## config.mk

```make
export PLATFORM = sky130hd
export DESIGN_NAME = fetch_decode_unit_flat
export DESIGN_NICKNAME = d
export VERILOG_FILES = /design/src/rtl/cpu_defs_pkg.sv /design/src/rtl/fetch_decode_unit_if.sv /design/src/rtl/instr_decoder.sv /design/src/rtl/fetch_decode_unit.sv /design/src/flat_wrapper.sv
export SDC_FILE = /design/constraint.sdc
export NUM_CORES = 1
export LEC_CHECK = 0
export BUFFER_PORTS_ARGS = -buffer_cell sky130_fd_sc_hd__buf_2
export CAP_MARGIN = 20
export CORE_MARGIN = 8
export CORE_UTILIZATION = 60
export DETAILED_ROUTE_END_ITERATION = 8
export PLACE_DENSITY = 0.87
export SYNTH_ARGS = -nofsm -noshare
export SYNTH_HDL_FRONTEND = slang
export SYNTH_HIERARCHICAL = 1
export SYNTH_SLANG_ARGS = --single-unit
```

## constraint.sdc

```tcl
create_clock -name CLK -period 9.03 [get_ports CLK]
set_input_delay 1.806 -clock CLK [delete_from_list [all_inputs] [get_ports CLK]]
set_output_delay 1.806 -clock CLK [all_outputs]
set_load 0.005 [all_outputs]
```

## src/rtl/cpu_defs_pkg.sv

```systemverilog
// Shared definitions for the fetch/decode stage: opcodes, ALU codes, FSM states
// and the decoded control bundle.
package cpu_defs_pkg;

  localparam logic [7:0] OP_LOADI = 8'h00;
  localparam logic [7:0] OP_MOV   = 8'h01;
  localparam logic [7:0] OP_ADD   = 8'h02;
  localparam logic [7:0] OP_SUB   = 8'h03;
  localparam logic [7:0] OP_AND   = 8'h04;
  localparam logic [7:0] OP_OR    = 8'h05;
  localparam logic [7:0] OP_J     = 8'h06;
  localparam logic [7:0] OP_BEQ   = 8'h07;

  localparam logic [2:0] ALU_FWD = 3'b000;
  localparam logic [2:0] ALU_ADD = 3'b001;
  localparam logic [2:0] ALU_AND = 3'b010;
  localparam logic [2:0] ALU_OR  = 3'b011;

  typedef enum logic [1:0] {
    ST_IDLE  = 2'd0,
    ST_FETCH = 2'd1,
    ST_EXEC  = 2'd2
  } state_t;

  typedef struct packed {
    logic       write;
    logic [2:0] aluop;
    logic       neg_sel;
    logic       imm_sel;
    logic       illegal;
    logic       jump;
    logic       beq;
  } ctrl_t;

  // Word offset in the instruction becomes a signed byte offset.
  function automatic logic [31:0] branch_offset(input logic [7:0] off);
    return {{22{off[7]}}, off, 2'b00};
  endfunction

endpackage

```

## src/rtl/fetch_decode_unit_if.sv

```systemverilog
// Instruction memory busywait handshake between the fetch stage and memory.
interface fetch_decode_unit_if;
  logic [31:0] IMEM_ADDR;
  logic        IMEM_READ;
  logic [31:0] IMEM_INSTR;
  logic        IMEM_BUSYWAIT;

  modport master (output IMEM_ADDR, output IMEM_READ,
                  input  IMEM_INSTR, input IMEM_BUSYWAIT);
  modport slave  (input  IMEM_ADDR, input IMEM_READ,
                  output IMEM_INSTR, output IMEM_BUSYWAIT);
endinterface

```

## src/rtl/instr_decoder.sv

```systemverilog
// Combinational opcode decode; every control is forced low unless exec is set.
module instr_decoder
  import cpu_defs_pkg::*;
(
  input  logic [7:0] opcode,
  input  logic       exec,
  output ctrl_t      ctrl
);

  always_comb begin
    ctrl = '0;
    if (exec) begin
      case (opcode)
        OP_LOADI: begin
          ctrl.write   = 1'b1;
          ctrl.imm_sel = 1'b1;
          ctrl.aluop   = ALU_FWD;
        end
        OP_MOV: begin
          ctrl.write = 1'b1;
          ctrl.aluop = ALU_FWD;
        end
        OP_ADD: begin
          ctrl.write = 1'b1;
          ctrl.aluop = ALU_ADD;
        end
        OP_SUB: begin
          ctrl.write   = 1'b1;
          ctrl.aluop   = ALU_ADD;
          ctrl.neg_sel = 1'b1;
        end
        OP_AND: begin
          ctrl.write = 1'b1;
          ctrl.aluop = ALU_AND;
        end
        OP_OR: begin
          ctrl.write = 1'b1;
          ctrl.aluop = ALU_OR;
        end
        OP_J: begin
          ctrl.jump = 1'b1;
        end
        OP_BEQ: begin
          // ALU subtracts src2 from src1 so ZERO reports equality
          ctrl.beq     = 1'b1;
          ctrl.aluop   = ALU_ADD;
          ctrl.neg_sel = 1'b1;
        end
        default: begin
          ctrl.illegal = 1'b1;
        end
      endcase
    end
  end

endmodule

```

## src/rtl/fetch_decode_unit.sv

```systemverilog
// Multi-cycle fetch/decode stage: PC, IR and a FETCH/EXEC FSM, one instruction
// in flight, resolving j/beq at the EXEC edge.
module fetch_decode_unit
  import cpu_defs_pkg::*;
#(
  parameter logic [31:0] RESET_PC = 32'h0000_0000,
  parameter logic [31:0] PC_INC   = 32'd4
) (
  input  logic                       CLK,
  input  logic                       RESET,
  fetch_decode_unit_if.master        imem,
  input  logic                       ZERO,
  output logic [2:0]                 INADDRESS,
  output logic [2:0]                 OUT1ADDRESS,
  output logic [2:0]                 OUT2ADDRESS,
  output logic                       WRITE,
  output logic [7:0]                 IMMEDIATE,
  output logic [2:0]                 ALUOP,
  output logic                       NEG_SEL,
  output logic                       IMM_SEL,
  output logic [31:0]                PC_OUT,
  output logic                       ILLEGAL
);

  state_t      state_reg, state_next;
  logic [31:0] pc_reg, pc_next;
  logic [31:0] ir_reg, ir_next;
  logic        fetch_req;
  logic [31:0] pc_seq, pc_target;
  ctrl_t       ctrl;
  logic        unused_ir_bits;

  instr_decoder u_decoder (
    .opcode (ir_reg[31:24]),
    .exec   (state_reg == ST_EXEC),
    .ctrl   (ctrl)
  );

  assign pc_seq    = pc_reg + PC_INC;
  assign pc_target = pc_seq + branch_offset(ir_reg[23:16]);

  always_ff @(posedge CLK or posedge RESET) begin
    if (RESET) begin
      state_reg <= ST_IDLE;
      pc_reg    <= RESET_PC;
      ir_reg    <= '0;
    end else begin
      state_reg <= state_next;
      pc_reg    <= pc_next;
      ir_reg    <= ir_next;
    end
  end

  always_comb begin
    state_next = state_reg;
    pc_next    = pc_reg;
    ir_next    = ir_reg;
    fetch_req  = 1'b0;
    case (state_reg)
      ST_IDLE: begin
        state_next = ST_FETCH;
      end
      ST_FETCH: begin
        fetch_req = 1'b1;
        if (!imem.IMEM_BUSYWAIT) begin
          ir_next    = imem.IMEM_INSTR;
          state_next = ST_EXEC;
        end
      end
      ST_EXEC: begin
        pc_next    = (ctrl.jump || (ctrl.beq && ZERO)) ? pc_target : pc_seq;
        state_next = ST_FETCH;
      end
      default: begin
        state_next = ST_IDLE;
      end
    endcase
  end

  assign imem.IMEM_ADDR = pc_reg;
  assign imem.IMEM_READ = fetch_req;

  assign INADDRESS   = ir_reg[18:16];
  assign OUT1ADDRESS = ir_reg[10:8];
  assign OUT2ADDRESS = ir_reg[2:0];
  assign IMMEDIATE   = ir_reg[7:0];
  assign WRITE       = ctrl.write;
  assign ALUOP       = ctrl.aluop;
  assign NEG_SEL     = ctrl.neg_sel;
  assign IMM_SEL     = ctrl.imm_sel;
  assign ILLEGAL     = ctrl.illegal;
  assign PC_OUT      = pc_reg;

  // Upper src1 bits are part of the encoding but unused by a 3-bit reg_file
  assign unused_ir_bits = ^ir_reg[15:11];

endmodule

```

## src/flat_wrapper.sv

```systemverilog
// flat-port wrapper written by rule: the top's interface ports become plain ports
module fetch_decode_unit_flat import cpu_defs_pkg::*;
#(
  parameter logic [31:0] RESET_PC = 32'h0000_0000,
  parameter logic [31:0] PC_INC   = 32'd4
)
  (CLK, RESET, ZERO, INADDRESS, OUT1ADDRESS, OUT2ADDRESS, WRITE, IMMEDIATE, ALUOP, NEG_SEL, IMM_SEL, PC_OUT, ILLEGAL, imem_IMEM_ADDR, imem_IMEM_READ, imem_IMEM_INSTR, imem_IMEM_BUSYWAIT);
  fetch_decode_unit_if imem_i ();
  input  logic CLK;
  input  logic RESET;
  input  logic ZERO;
  output logic [2:0] INADDRESS;
  output logic [2:0] OUT1ADDRESS;
  output logic [2:0] OUT2ADDRESS;
  output logic WRITE;
  output logic [7:0] IMMEDIATE;
  output logic [2:0] ALUOP;
  output logic NEG_SEL;
  output logic IMM_SEL;
  output logic [31:0] PC_OUT;
  output logic ILLEGAL;
  output wire logic [$bits(imem_i.IMEM_ADDR)-1:0] imem_IMEM_ADDR;
  output wire logic [$bits(imem_i.IMEM_READ)-1:0] imem_IMEM_READ;
  input wire logic [$bits(imem_i.IMEM_INSTR)-1:0] imem_IMEM_INSTR;
  input wire logic [$bits(imem_i.IMEM_BUSYWAIT)-1:0] imem_IMEM_BUSYWAIT;
  assign imem_IMEM_ADDR = imem_i.IMEM_ADDR;
  assign imem_IMEM_READ = imem_i.IMEM_READ;
  assign imem_i.IMEM_INSTR = imem_IMEM_INSTR;
  assign imem_i.IMEM_BUSYWAIT = imem_IMEM_BUSYWAIT;
  fetch_decode_unit #(.RESET_PC(RESET_PC), .PC_INC(PC_INC)) u_core (.CLK(CLK), .RESET(RESET), .imem(imem_i), .ZERO(ZERO), .INADDRESS(INADDRESS), .OUT1ADDRESS(OUT1ADDRESS), .OUT2ADDRESS(OUT2ADDRESS), .WRITE(WRITE), .IMMEDIATE(IMMEDIATE), .ALUOP(ALUOP), .NEG_SEL(NEG_SEL), .IMM_SEL(IMM_SEL), .PC_OUT(PC_OUT), .ILLEGAL(ILLEGAL));
endmodule
```

==> flow_metrics.tcl, run 1 <==
set metrics [dict create \
    status "completed" \
    cts_sinks 59 \
    postSynthAreaPerCell_um2 8.58 \
    dp.cells 794 \
    min_from "u_core/state_reg[0]" \
    yosysWarnings 6 \
    firstDrtPassIters 7 \
    maxCapViolCount 0 \
    hold_violations 0 \
    core_um2 9020 \
    synth_top_area_share 0.270 \
    dieArea_um2 12400 \
    end_kind "output port" \
    wl_per_cell_um 18.3 \
    power_mw 1.55 \
    fin_crit_ns 4.67 \
    timing.rr.end "u_core/PC_OUT[31]" \
    fp.dieW_um 111 \
    tns_ns 0 \
    fp.dieH_um 111 \
    cts_buffers 9 \
    regToRegSetupSlack_ns 4.72 \
    synth_seq_cells 59 \
    dp_slack_ns 4.76 \
    instances_no_fill 810 \
    setup_viol 0 \
    period_share 0.517 \
    drc 0 \
    swShare 0.465 \
    layout-drive-gt1-share 0.282 \
    path_cells "nand2b_1, buf_4, inv_1, nand2b_1, nor4_2, buf_2" \
    rows 35 \
    hpwl_um 10800 \
    synth_cell_types 73 \
    io_pins 125 \
    synthArstFlopShare 1.00 \
    slew_violations 0 \
    htree_levels 3 \
    viasPerCell 6.24 \
    cts_tree "yes" \
    grt_setup_unrepaired "false" \
    grt-ovfl-total 0 \
    p_per_area_nw_per_um2 260 \
    final.setup_skew_ns 0.0163 \
    wl_um 14800 \
    cp_common_cell "nand2b_1" \
    clk_pin_slew_ns 0.07 \
    rr_worst_depth 16 \
    p_comb_frac 0.581 \
    largest_register_ffs 30 \
    hold_buffers 0 \
    internal_power_uw 828 \
    netlist_top_cells_area "dfrtp_1 (27%), ha_1 (8.5%), buf_4 (7.1%), mux2_2 (5.6%), a21oi_1 (5.0%)" \
    post_cts_resized 0 \
    p_sw_uw 719 \
    hold_depth 1 \
    p_clk_frac 0.153 \
    syn_inst 637 \
    layout_setup_ws_ns 4.36 \
    n_antenna_cell 0 \
    routabilityCongestion 0.985 \
    clockBufferDepth 2 \
    crit_required_ns 7.22 \
    hold-path-endpoint "u_core/state_reg[0]" \
    post_cts_buffers 0 \
    initialDrtViolationCount 365 \
    hp-class "register to register" \
    final_nets 768 \
    start_kind "register" \
    utilization 0.659 \
    syn_to_final_growth_pct 8.70 \
    crit_fanout 42 \
    postPlaceCellArea_um2 5760 \
    synthFlopType "dfrtp_1" \
    fmax_mhz 214 \
    clock-root-buffer "clkbuf_8" \
    ant_nets 0 \
    worst_slew_pin_slew_ns 0.981 \
    crit_type "register to output port" \
    ir_drop_mv 0.190 \
    grt_max_degree 60 \
    arrival_ns 2.87 \
    yosys.area.top_type "dfrtp_1" \
    clk_latency_ns 0.37 \
    cellLeakagePower_nw 2.71 \
    grt_pass1_vias 5046 \
    vias 5058 \
    seq_power_share 0.266 \
    grt_usage 0.231 \
    crit_path_top_delay_cell "inv_1" \
    crit_path_max_incr_delay_ns 0.77 \
    hold_ws_ns 0.479 \
    stdcell_area_um2 5940 \
    grt_pass1_wl_um 24300 \
    initial_core_util 0.606 \
    synth.cells.most_frequent "dfrtp_1 (59), nand2_1 (59), a21oi_1 (55), buf_4 (52), ha_1 (37)" \
    syn_area_um2 5470 \
    r2r_start "u_core/PC_OUT[4]" \
    max-slew-margin-rel 0.346 \
    synth_edf_count 0 \
    grt_antenna_before_repair 0 \
    ys_seq_area_frac 0.270 \
    port_buffers 114 \
]
==> critical path, delay by kind of cell (launching register included) <==
family                 cells  cell delay (ns)
DFF                        1             0.38
buffers and inverters      3             1.20
and+or+nand+nor            3             0.92
==> how the worst max path moves through the flow <==
| stage | from | endpoint | slack (ns) |
|---|---|---|---|
| after floorplan | u_core/PC_OUT[4] | u_core/PC_OUT[31] | 5.38 |
| after global routing | u_core/state_reg[0] | ALUOP[1] | 4.13 |
| after global placement | u_core/state_reg[0] | ALUOP[1] | 4.83 |
| after detailed placement | u_core/state_reg[0] | ALUOP[1] | 4.76 |
| after CTS | u_core/state_reg[0] | WRITE | 4.36 |
| final | u_core/state_reg[0] | ALUOP[1] | 4.36 |
==> kinds of logic (layout without fill, tap and decap cells) <==
group                      Yosys count  after routing  synth area share
AOI/OAI and AO/OA                  172            172             0.199
muxes                               29             29            0.0593
xor gates and xnor gates            48             48            0.0769
adders and majority gates           38             38            0.0883
buffers and inverters               94            153             0.104
DFF                                 59             59             0.270
other                                2              5           0.00137
and+or+nand+nor                    195            195             0.201
==> placed cells by master (no fill, tap or decap), types with 4 or more instances in the layout <==
master	n
buf_2	114
dfrtp_1	59
nand2_1	59
a21oi_1	54
ha_1	37
o21ai_0	35
nor2_1	34
xnor2_1	30
mux2_2	27
nand3_1	21
xor2_1	18
a21o_1	17
inv_1	15
nand4_1	12
o21a_1	10
clkbuf_8	9
and3_1	9
a31oi_1	9
nor3_1	9
o21ai_1	7
o22ai_1	6
nor4_1	6
nand2b_1	5
nor3_2	5
conb_1	5
buf_4	5
and4_1	4
o211ai_1	4
nor2b_1	4
==> power groups by stage <==
stage / Sequential, mW / Clock (mW) / Combinational (mW)
final: 0.411 / 0.237 / 0.899
after floorplan: 0.405 / 0 / 0.710
after global placement: 0.409 / 0 / 0.851
after detailed placement: 0.416 / 0 / 0.878
after CTS: 0.411 / 0.241 / 0.889
after global routing: 0.424 / 0.253 / 0.979
==> routing by layer <==
layer / vias to the layer above / GRT usage / routed length, um
met5: - / 0 / 0
met4: 0 / 0.117 / 476
met3: 49 / 0.0473 / 1100
met2: 256 / 0.395 / 7370
met1: 2389 / 0.268 / 5860
li1: 2364 / - / -
==> layout make-up <==
cell class | count | area [um^2]
clock buffer | 9 | 124
clock inverter | 7 | 58.8
fill | 767 | 3080
inverter | 17 | 63.8
multi-input combinational | 487 | 3440
sequential | 59 | 1480
tap | 111 | 139
timing repair buffer | 120 | 636
(Power assumes the default switching activity.)
==> run 2: changes to the inputs <==
--- a/config.mk
+++ b/config.mk
@@ -8,9 +8,9 @@
 export BUFFER_PORTS_ARGS = -buffer_cell sky130_fd_sc_hd__buf_2
 export CAP_MARGIN = 20
 export CORE_MARGIN = 8
-export CORE_UTILIZATION = 60
+export CORE_UTILIZATION = 50
 export DETAILED_ROUTE_END_ITERATION = 8
-export PLACE_DENSITY = 0.87
+export PLACE_DENSITY = 0.78
 export SYNTH_ARGS = -nofsm -noshare
 export SYNTH_HDL_FRONTEND = slang
 export SYNTH_HIERARCHICAL = 1
==> constraint.sdc (replaced) <==
create_clock -name CLK -period 3.8 [get_ports CLK]
set_input_delay 0.76 -clock CLK [delete_from_list [all_inputs] [get_ports CLK]]
set_output_delay 0.76 -clock CLK [all_outputs]
set_load 0.005 [all_outputs]
==> run 2 against run 1 <==
Global-route usage is 2.3 points lower. Critical path depth is 10 higher. Worst setup slack worse by 4.2 ns. Cell count is 7.9% higher. Non-clock buffer count is 35 higher. Die area is 17% higher. Clock-buffer cell count stayed put. Critical endpoint is now u_core/PC_OUT[31].
==> flow_metrics.tcl, run 2 (synthesis gave the netlist of run 1 again) <==
set metrics [dict create \
    fp.dieH_um 121 \
    period_share 0.971 \
    met1_usage 0.245 \
    clock-root-buffer "clkbuf_8" \
    cts_buffers 9 \
    crit_fanout 7 \
    crit_path_top_delay_cell "or3_1" \
    hpwl_um 11600 \
    final_nets 803 \
    core_um2 10700 \
    clk_pin_slew_ns 0.08 \
    multi_input_area_um2 3520 \
    maxCapViolCount 0 \
    hold_violations 0 \
    cts_sinks 59 \
    instances_no_fill 874 \
    ant_nets 0 \
    crit_path_max_incr_delay_ns 0.39 \
    postPlaceCellArea_um2 6010 \
    grt_pass1_wl_um 24800 \
    clk_latency_ns 0.35 \
    drc 0 \
    n_antenna_cell 0 \
    io_pins 125 \
    grt_setup_unrepaired "true" \
    register_area_um2 1480 \
    wl_um 15500 \
    nFillCells 961 \
    gr-usage-met3 0.0368 \
    utilization 0.585 \
    stdcell_area_um2 6290 \
    syn_to_final_growth_pct 15.0 \
    cts_tree "yes" \
    initial_core_util 0.509 \
    grt-busiest-layer "met2" \
    routabilityCongestion 0.947 \
    end_kind "register" \
    fp.dieW_um 121 \
    arrival_ns 3.91 \
    dp.cells 854 \
    htree_levels 3 \
    viasPerCell 5.86 \
    initialDrtViolationCount 470 \
    power_mw 3.80 \
    gr-usage-met2 0.363 \
    path_cells "and3_4, nand4_4, buf_4, nor2_2, nand2_1, or3_1, xnor2_2, ha_2, and3_1, and4_1, o21a_1, o221ai_2, a31o_2, xor2_1, o211ai_1, o311ai_1" \
    largest_register_ffs 30 \
    dieArea_um2 14500 \
    port_buffers 114 \
    slew_violations 0 \
    grt_max_degree 42 \
    layout_common_cells "buf_2 (114), dfrtp_1 (59), nand2_1 (59)" \
    fin_crit_ns 3.69 \
    grt_pass1_vias 5097 \
    crit_required_ns 4.02 \
    p_per_area_nw_per_um2 603 \
    tns_ns 0 \
    setup_viol 0 \
    worst_slew_pin_slew_ns 0.613 \
    grt-ovfl-total 0 \
    clockBufferDepth 2 \
    hp-class "input port to asynchronous set/reset pin" \
    final.setup_skew_ns 0.0111 \
    mostFrequentLayoutCell "buf_2" \
    start_kind "register" \
    layout-drive-gt1-share 0.339 \
    ir_drop_mv 0.290 \
    cellLeakagePower_nw 2.87 \
    crit_buf_inv 1 \
    vias 5122 \
    wl_per_cell_um 17.8 \
    max-slew-margin-rel 0.591 \
    firstDrtPassIters 5 \
    layout_setup_ws_ns 0.110 \
    rows 38 \
    grt_antenna_before_repair 0 \
    dp_slack_ns 0.0209 \
    hold_buffers 0 \
    crit_type "register to register" \
    fmax_mhz 271 \
    status "completed" \
    hold_ws_ns 0.473 \
    grt_usage 0.208 \
    path_delay_family "simple AND/OR/NAND/NOR gates" \
]
-- run 2: cell types whose count changed in the layout (fill, tap and decap cells not counted), moves of 2 or more --
cell | previous run | this run
buf_4 | 5 | 41
clkinv_4 | 1 | 3
ha_1 | 37 | 34
ha_2 | 0 | 3
inv_6 | 3 | 1
nor2_1 | 34 | 32
nor2_2 | 2 | 4
nor4_1 | 6 | 4
nor4_2 | 2 | 4
xor2_1 | 18 | 16
xor2_2 | 0 | 2
-- run 2: final timing paths --
check / from / to / slack (ns) / depth (start not counted)
worst max-delay path: u_core/PC_OUT[4] / u_core/PC_OUT[31] / 0.11 / 16
worst min-delay path: RESET / u_core/ir_reg[18] / 0.47 / 2
worst max register to register: u_core/PC_OUT[4] / u_core/PC_OUT[31] / 0.11 / 16
worst min register to register: u_core/state_reg[0] / u_core/state_reg[0] / 0.48 / 1
max in group asynchronous: RESET / u_core/PC_OUT[25] / 2.44 / 3
min in group CLK: u_core/state_reg[0] / u_core/state_reg[0] / 0.48 / 1
-- run 2: routing by layer --
metal,vias up,share of wire
met2,188,0.50
met5,-,0
met1,2463,0.42
met4,0,0.025
li1,2436,-
met3,35,0.062
-- run 2: cell type report --
type,instances,area share
Tap cell,140,0.0279
Clock inverter,7,0.00836
Inverter,17,0.0101
Clock buffer,9,0.0197
Sequential cell,59,0.235
Multi-Input combinational cell,487,0.559
Timing Repair Buffer,155,0.140
-- run 2: repair_timing --
action / in CTS / in global routing
setup buffers: 0 / 4
gates cloned: 0 / 0
gates resized for setup: 1 / 18
endpoints found under the hold margin: 0 / 0
setup endpoints to repair: 2 / 8
pin swaps: 0 / 10
-- run 2: power by group --
part	switching, mW	internal, mW	total (mW)
clock network	0.301	0.240	0.541
logic	1.31	1.04	2.35
registers	0.132	0.775	0.907
total	1.74	2.05	3.80
==> run 3: changes to the inputs <==
--- a/config.mk
+++ b/config.mk
@@ -10,6 +10,7 @@
 export CORE_MARGIN = 8
 export CORE_UTILIZATION = 50
 export DETAILED_ROUTE_END_ITERATION = 8
+export MAX_ROUTING_LAYER = met4
 export PLACE_DENSITY = 0.78
 export SYNTH_ARGS = -nofsm -noshare
 export SYNTH_HDL_FRONTEND = slang
==> run 3 against run 2 <==
Core utilization is essentially flat. Sequential power grew 1%. Register-to-register slack gained 0.07 ns. Largest power group unchanged. Sequential share of layout area is essentially flat. Highest routed layer unchanged. Combinational power is essentially flat. Critical endpoint is now u_core/PC_OUT[28].
==> flow_metrics.tcl, run 3 (synthesis gave the netlist of run 1 again) <==
set metrics [dict create \
    status "completed" \
    final.setup_skew_ns 0.0134 \
    n_antenna_cell 0 \
    period_share 0.953 \
    syn_to_final_growth_pct 15.1 \
    grt_antenna_before_repair 0 \
    fp.dieW_um 121 \
    cts_buffers 9 \
    cts_tree "yes" \
    drc 0 \
    routabilityCongestion 0.908 \
    p_clk_frac 0.159 \
    wl_per_cell_um 17.6 \
    seq_power_share 0.238 \
    grt-ovfl-total 0 \
    clockBufferDepth 2 \
    core_um2 10700 \
    setup_viol 0 \
    p_sw_mw 1.74 \
    maxCapViolCount 0 \
    power_mw 3.86 \
    regToRegSetupSlack_ns 0.18 \
    mostFrequentLayoutCell "buf_2" \
    hp-class "input port to asynchronous set/reset pin" \
    firstDrtPassIters 5 \
    ir_drop_mv 0.284 \
    path_cells "buf_4, and2_1, nand4_1, xnor2_1, ha_1, o21a_1, o21a_1, o21a_1, a221oi_4, o21ai_2, a31oi_2, o311a_1, o21ai_0, nor3b_2" \
    utilization 0.585 \
    grt_usage 0.215 \
    grt_setup_unrepaired "true" \
    end_kind "register" \
    internal_power_mw 2.12 \
    crit_path_top_delay_cell "a221oi_4" \
    clk_latency_ns 0.36 \
    hold_violations 0 \
    layout-drive-gt1-share 0.335 \
    final_nets 801 \
    ant_nets 0 \
    crit_path_max_incr_delay_ns 0.40 \
    htree_levels 3 \
    crit_type "register to register" \
    p_comb_frac 0.603 \
    clock-root-buffer "clkbuf_8" \
    fp.dieH_um 121 \
    dieArea_um2 14500 \
    grt_pass1_vias 5100 \
    largest_register_ffs 30 \
    initial_core_util 0.509 \
    grt_pass1_wl_um 25100 \
    p_per_area_nw_per_um2 613 \
    max-slew-margin-rel 0.580 \
    multi_input_area_um2 3510 \
    initialDrtViolationCount 460 \
    cp_common_cell "o21a_1" \
    hpwl_um 11500 \
    nFillCells 973 \
    viasPerCell 5.82 \
    wl_um 15400 \
    arrival_ns 3.87 \
    cellLeakagePower_nw 2.86 \
    clk_pin_slew_ns 0.09 \
    crit_fanout 7 \
    crit_required_ns 4.04 \
    vias 5078 \
    port_buffers 114 \
    io_pins 125 \
    slew_violations 0 \
    start_kind "register" \
    fmax_mhz 276 \
    cts_sinks 59 \
    rows 38 \
    register_area_um2 1480 \
    swShare 0.451 \
    fin_crit_ns 3.62 \
    worst_slew_pin_slew_ns 0.629 \
    layout_common_cells "buf_2 (114), dfrtp_1 (59), nand2_1 (59)" \
    grt_max_degree 51 \
]
-- run 3: path summary, 6_finish.rpt --
| check | start | end | depth (start not counted) |
|---|---|---|---|
| min | RESET | u_core/PC_OUT[12] | 2 |
| min reg2reg | u_core/state_reg[0] | u_core/state_reg[0] | 1 |
| max reg2reg | u_core/PC_OUT[2] | u_core/PC_OUT[28] | 14 |
| max | u_core/PC_OUT[2] | u_core/PC_OUT[28] | 14 |
| min in group CLK | u_core/state_reg[0] | u_core/state_reg[0] | 1 |
| max in group asynchronous | RESET | u_core/PC_OUT[25] | 3 |
-- run 3: final cells by class --
type                            count  share of cell area
Sequential cell                    59               0.235
Tap cell                          140              0.0278
Multi-Input combinational cell    487               0.558
Clock buffer                        9              0.0197
Inverter                           17              0.0101
Timing Repair Buffer              153               0.137
Clock inverter                      7              0.0121
-- run 3: metrics by stage --
stage          instance area, um^2  hold WS [ns]  TNS (ns)  std cells  setup slack [ns]
2_1_floorplan                 5480         0.433         0        640             0.149
3_3_place_gp                  6000         0.454         0        853            0.0808
3_5_place_dp                  6000         0.476         0        853           0.00888
4_1_cts                       6210         0.486         0        869            0.0812
5_1_grt                       6290         0.521   -0.0607        872           -0.0348
6_report                      6290         0.479         0        872             0.178
-- run 3: routing by layer --
layer	wire [um]	up-vias	track usage	share of wire
li1	-	2420	-	-
met1	6410	2463	0.251	0.42
met2	7870	164	0.363	0.51
met3	763	31	0.0294	0.050
met4	339	0	0.0960	0.022
met5	0	-	-	0
-- run 3: power groups by stage --
| stage | clock (mW) | sequential [mW] | combinational, mW |
|---|---|---|---|
| floorplan | 0 | 0.962 | 1.69 |
| global route | 0.651 | 0.939 | 2.56 |
| global placement | 0 | 0.916 | 2.20 |
| detailed placement | 0 | 0.926 | 2.25 |
| CTS | 0.630 | 0.916 | 2.27 |
| finish | 0.613 | 0.916 | 2.33 |
-- run 3: worst max-delay path, delay by kind of cell, from the launching register on --
family	cells	cell delay [ns]
AO/OA/AOI/OAI	8	1.78
AND/OR/NAND/NOR	3	0.60
flip-flops	1	0.38
adder cells (fa/ha/maj)	1	0.35
XOR/XNOR	1	0.24
buffers and inverters	1	0.16
-- run 3: repair_timing --
| item | CTS | global route |
|---|---|---|
| pin swaps | 0 | 6 |
| buffers inserted | 0 | 3 |
| endpoints found under the setup margin | 1 | 8 |
| hold buffers | 0 | 0 |
| endpoints found under the hold margin | 0 | 0 |
| gates resized for setup | 1 | 16 |
